[src/rtl/branch_target_buffer_pkg.sv]
// rtl/branch_target_buffer_pkg.sv - shared branch-predict resolve/hint types and BTB sizing constants
package branch_target_buffer_pkg;

    localparam int unsigned BTB_ENTRIES             = 8;
    localparam int unsigned BITS_SATURATION_COUNTER = 2;

    typedef struct packed {
        logic [63:0] pc;
        logic [63:0] target_address;
        logic        is_mispredict;
        logic        is_taken;
        logic        is_lower_16;
        logic        valid;
        logic        clear;
    } branchpredict_t;

    typedef struct packed {
        logic [63:0] predict_address;
        logic        predict_taken;
        logic        is_lower_16;
        logic        valid;
    } branchpredict_sbe_t;

endpackage

[src/rtl/branch_target_buffer.sv]
// rtl/branch_target_buffer.sv - direct-mapped PC-tagged BTB with 2-bit taken counters
// Combinational lookup for the fetch PC; one registered update port from EX.
module branch_target_buffer
    import branch_target_buffer_pkg::*;
#(
    parameter int unsigned NR_ENTRIES = BTB_ENTRIES,
    parameter int unsigned CNT_BITS   = BITS_SATURATION_COUNTER
) (
    input  logic               clk_i,
    input  logic               rst_ni,
    input  logic               flush_i,
    input  logic [63:0]        vpc_i,
    input  branchpredict_t     branch_predict_i,
    output branchpredict_sbe_t branch_predict_o
);

    localparam int unsigned INDEX_BITS = $clog2(NR_ENTRIES);
    localparam int unsigned TAG_BITS   = 64 - INDEX_BITS - 1;
    localparam logic [CNT_BITS-1:0] CNT_ONE = {{(CNT_BITS-1){1'b0}}, 1'b1};

    typedef struct packed {
        logic                valid;
        logic [TAG_BITS-1:0] tag;
        logic [63:0]         target;
        logic                is_lower_16;
        logic [CNT_BITS-1:0] cnt;
    } btb_entry_t;

    btb_entry_t r_btb [NR_ENTRIES];

    logic [INDEX_BITS-1:0] w_lu_idx;
    logic [TAG_BITS-1:0]   w_lu_tag;
    btb_entry_t            w_lu_entry;
    logic                  w_lu_hit;
    logic [INDEX_BITS-1:0] w_upd_idx;
    logic [TAG_BITS-1:0]   w_upd_tag;
    btb_entry_t            w_upd_entry;
    logic                  w_upd_hit;
    logic                  w_unused;

    function automatic logic [CNT_BITS-1:0] sat_update(input logic [CNT_BITS-1:0] cnt,
                                                       input logic taken);
        if (taken)
            return (&cnt) ? cnt : cnt + CNT_ONE;
        else
            return (cnt == '0) ? cnt : cnt - CNT_ONE;
    endfunction

    // New entries start one step either side of the taken threshold.
    function automatic logic [CNT_BITS-1:0] init_cnt(input logic taken);
        return taken ? {1'b1, {(CNT_BITS-1){1'b0}}} : {1'b0, {(CNT_BITS-1){1'b1}}};
    endfunction

    assign w_lu_idx    = vpc_i[INDEX_BITS:1];
    assign w_lu_tag    = vpc_i[63:INDEX_BITS+1];
    assign w_lu_entry  = r_btb[w_lu_idx];
    assign w_lu_hit    = w_lu_entry.valid && (w_lu_entry.tag == w_lu_tag);

    assign w_upd_idx   = branch_predict_i.pc[INDEX_BITS:1];
    assign w_upd_tag   = branch_predict_i.pc[63:INDEX_BITS+1];
    assign w_upd_entry = r_btb[w_upd_idx];
    assign w_upd_hit   = w_upd_entry.valid && (w_upd_entry.tag == w_upd_tag);

    assign w_unused    = ^{vpc_i[0], branch_predict_i.pc[0], branch_predict_i.is_mispredict};

    always_comb begin
        branch_predict_o = '0;
        if (w_lu_hit) begin
            branch_predict_o.valid           = 1'b1;
            branch_predict_o.predict_address = w_lu_entry.target;
            branch_predict_o.is_lower_16     = w_lu_entry.is_lower_16;
            branch_predict_o.predict_taken   = w_lu_entry.cnt[CNT_BITS-1];
        end
    end

    always_ff @(posedge clk_i or negedge rst_ni) begin
        if (!rst_ni) begin
            for (int i = 0; i < int'(NR_ENTRIES); i++) r_btb[i] <= '0;
        end else if (flush_i) begin
            for (int i = 0; i < int'(NR_ENTRIES); i++) r_btb[i].valid <= 1'b0;
        end else if (branch_predict_i.valid) begin
            if (branch_predict_i.clear) begin
                r_btb[w_upd_idx].valid <= 1'b0;
            end else if (w_upd_hit) begin
                r_btb[w_upd_idx].target      <= branch_predict_i.target_address;
                r_btb[w_upd_idx].is_lower_16 <= branch_predict_i.is_lower_16;
                r_btb[w_upd_idx].cnt         <= sat_update(w_upd_entry.cnt, branch_predict_i.is_taken);
            end else begin
                r_btb[w_upd_idx].valid       <= 1'b1;
                r_btb[w_upd_idx].tag         <= w_upd_tag;
                r_btb[w_upd_idx].target      <= branch_predict_i.target_address;
                r_btb[w_upd_idx].is_lower_16 <= branch_predict_i.is_lower_16;
                r_btb[w_upd_idx].cnt         <= init_cnt(branch_predict_i.is_taken);
            end
        end
    end

endmodule

[config.mk]
export PLATFORM = sky130hd
export DESIGN_NAME = branch_target_buffer
export DESIGN_NICKNAME = d
export VERILOG_FILES = /design/src/rtl/branch_target_buffer_pkg.sv /design/src/rtl/branch_target_buffer.sv
export SDC_FILE = /design/constraint.sdc
export NUM_CORES = 2
export LEC_CHECK = 0
export CELL_PAD_IN_SITES_DETAIL_PLACEMENT = 1
export CELL_PAD_IN_SITES_GLOBAL_PLACEMENT = 1
export CORE_MARGIN = 2
export CORE_UTILIZATION = 55
export DETAILED_ROUTE_END_ITERATION = 10
export DONT_BUFFER_PORTS = 1
export PLACE_DENSITY = 0.87
export SYNTH_ARGS = -nofsm -noshare
export SYNTH_HDL_FRONTEND = slang
export SYNTH_SLANG_ARGS = --single-unit
[constraint.sdc]
create_clock -name clk_i -period 5 [get_ports clk_i]
set_input_delay 0.75 -clock clk_i [delete_from_list [all_inputs] [get_ports clk_i]]
set_output_delay 0.75 -clock clk_i [all_outputs]
set_load 0.02 [all_outputs]
==> flow_metrics.py <==
metrics = {
    "synth": {
        "yosysSeqAreaShare": 0.490,
        "ys_async_sr_fraction": 1.00,
        "yosys_warnings": 0,
        "yosysTopAreaCellShare": 0.490,
        "syn_area_per_cell_um2": 15.5,
        "ys_types": 56,
        "postSynthCellCount": 3373,
        "synth_ff_type": "dfrtp_1",
        "synth_edf_count": 0,
        "netlist_area_um2": 52300,
        "yosys.area.top_type": "dfrtp_1",
        "synth.net_count": 3573,
        "synth_area_leaders": "dfrtp_1 (49%), mux4_2 (13%), mux2_2 (13%)",
        "synth_seq_cells": 1024,
    },
    "sta": {
        "fin_tns_setup_ps": -4140,
        "slew_violations": 0,
        "tightest_slew_ps": 1330,
        "setup_viol": 66,
        "rsz0062_at_grt": "true",
        "fmax_ghz": 0.195,
        "setup_ws_ps": -132,
        "skew_ps": 25.8,
        "post-route-period-util": 1.03,
        "fin_crit_ps": 5130,
        "slew_headroom": 0.116,
        "hold_violations": 0,
    },
    "worst_setup_path": {
        "regToRegEndpoint": "r_btb[587]",
        "crit_fanout": 254,
        "reg2reg_depth": 11,
        "ff2ff_setup_slack_ps": 860,
        "required_ps": 4250,
        "arrival_ps": 4380,
        "crit_type": "in2out",
        "cp-end-kind": "output pin",
        "startpoint_type": "primary input",
        "crit_start": "vpc_i[1]",
        "reg2reg_from": "r_btb[379]",
    },
    "clock_tree": {
        "clk_pin_slew_ps": 60,
        "cts.sinks": 1024,
        "clockBufferDepth": 3,
        "cts-root-buf": "clkbuf_16",
        "worstSkewPairLatency_ps": 710,
        "tritoncts": "yes",
        "cts_buffers": 113,
        "cts_max_level": 3,
    },
    "cells_and_area": {
        "layout_commonest_cell": "dfrtp_1",
        "final_cell_mix": "dfrtp_1 (1024), mux2_2 (595), mux4_2 (312)",
        "final_core_util": 0.615,
        "largest_reg_flops": 1024,
        "nFillCells": 8201,
        "areaGrowthSynthToFinish_pct": 11.2,
        "final_nets": 3517,
        "top_register": "r_btb",
        "multi_input_area_um2": 25400,
        "largest_registers": "r_btb: 1024 flops",
        "regArea_um2": 25600,
        "drive_gt1_frac": 0.454,
    },
    "floorplan": {
        "num_rows": 113,
        "die_h_um": 312,
        "core_area_um2": 94600,
        "die_x_um": 312,
        "die-area_um2": 97500,
        "io-pin-count": 267,
        "start_util": 0.553,
    },
    "placed_design": {
        "place_congestion": 0.836,
        "pre_cts_slack_ps": 77.6,
        "dp_hpwl_mm": 85.9,
        "portBuffers": 0,
    },
    "power_and_ir_drop": {
        "power_density_nw_per_um2": 414,
        "ir_worst_vdd_mv": 0.296,
        "leakage_nw": 25.8,
    },
    "detailed_routing": {
        "wirelength_mm": 155,
        "initialDrtViolationCount": 2497,
        "ant_nets": 0,
        "via_per_inst": 6.66,
        "drt_first_pass_iters": 5,
        "vias": 31200,
        "wl_per_cell_um": 33.3,
        "route.detailed.drc": 0,
    },
    "global_route": {
        "antenna_found_initial": 2,
        "grt_usage": 0.315,
        "first_global_vias": 35800,
        "grt_max_degree": 1025,
        "grt_overflow": 0,
        "grt_pass1_wl_mm": 233,
    },
    "outcome": {
        "status": "complete, but fails checks",
        "violations": "setup timing",
    },
    "job": {
        "drv_cap": 0,
    },
    "hold_path": {
        "hold_path.class": "in2async",
    },
}
[metal layers]
| layer | GRT usage | vias to the layer above | share of wire |
|---|---|---|---|
| met1 | 0.387 | 17000 | 0.38 |
| li1 | - | 12600 | - |
| met5 | 0 | - | 0.000084 |
| met2 | 0.540 | 1151 | 0.52 |
| met3 | 0.0641 | 387 | 0.064 |
| met4 | 0.138 | 2 | 0.045 |
[cell usage after synthesis (3+ instances only)]
master,n
a22oi_1,57
mux2i_1,288
clkbuf_1,87
and3_1,16
buf_6,40
a311oi_1,5
xnor2_1,41
nand2_1,28
nor2b_1,3
mux4_2,312
mux2_1,178
o22ai_1,7
mux2_4,240
a22o_1,4
nor4_1,9
buf_8,3
o211ai_1,3
a21o_1,3
o21ai_0,5
inv_1,5
and2_4,4
a41oi_1,5
buf_1,103
nand3_1,7
nor2_1,86
buf_2,53
a211oi_1,7
a221oi_1,5
nand4_1,14
nor3_1,9
buf_4,18
dfrtp_1,1024
and2_1,3
mux2_2,595
a21oi_1,24
a31oi_1,8
xor2_1,45
[report_power, final]
| group | leakage, nW | internal [mW] | switching, mW |
|---|---|---|---|
| combinational | 10.8 | 2.68 | 1.69 |
| clock | 1.91 | 5.06 | 3.55 |
| sequential | 13.1 | 9.90 | 1.21 |
| total | 25.8 | 17.6 | 6.45 |
[area by class of cell]
class,count,area share
Multi-Input combinational cell,2038,0.436
Clock inverter,36,0.00678
Sequential cell,1024,0.441
Antenna cell,3,0.000129
Clock buffer,168,0.0593
Timing Repair Buffer,134,0.0291
Tap cell,1265,0.0272
Inverter,6,0.000452
[how the worst max path moves through the flow]
stage          depth (start not counted)                    to  slack [ps]
6_report                              12  branch_predict_o[65]        -130
5_1_grt                               13  branch_predict_o[33]         -80
4_1_cts                               12  branch_predict_o[62]          -5
3_5_place_dp                          11  branch_predict_o[61]          80
3_3_place_gp                          11  branch_predict_o[61]         170
2_1_floorplan                         13  branch_predict_o[37]         370
[per-stage QoR]
stage / instances / instance area, um2 / power (mW) / hold slack [ps]
after floorplan: 3373 / 52300 / 14.1 / 454
after global placement: 4450 / 53500 / 14.6 / 479
after detailed placement: 4450 / 53500 / 15.1 / 488
after CTS: 4663 / 57600 / 23.9 / -262
after global routing: 4671 / 58100 / 24.9 / 72.0
final: 4674 / 58100 / 24.1 / 106
[worst max-delay path, cell delays in order]
cell	delay (ps)
mux4_2	690
mux2i_2	220
xor2_1	340
nand4_1	200
nor4_2	350
buf_4	180
nand4_1	120
or4_4	450
buf_12	190
buf_6	190
nor2_1	160
buf_4	160
[kinds of logic after synthesis]
kind of cell / synth area share
AND/OR/NAND/NOR: 0.0188
XOR/XNOR: 0.0144
multiplexers: 0.425
AO/OA/AOI/OAI: 0.0197
flip-flops: 0.490
buffers and inverters: 0.0316
[repair_timing]
action | 4_1_cts | 5_1_grt
endpoints found under the setup margin | 67 | 67
setup buffers | 6 | 0
resized for setup | 30 | 83
pin swaps | 4 | 26
gates cloned | 3 | 2
endpoints found under the hold margin | 1024 | 21
(Power assumes the default switching activity.)
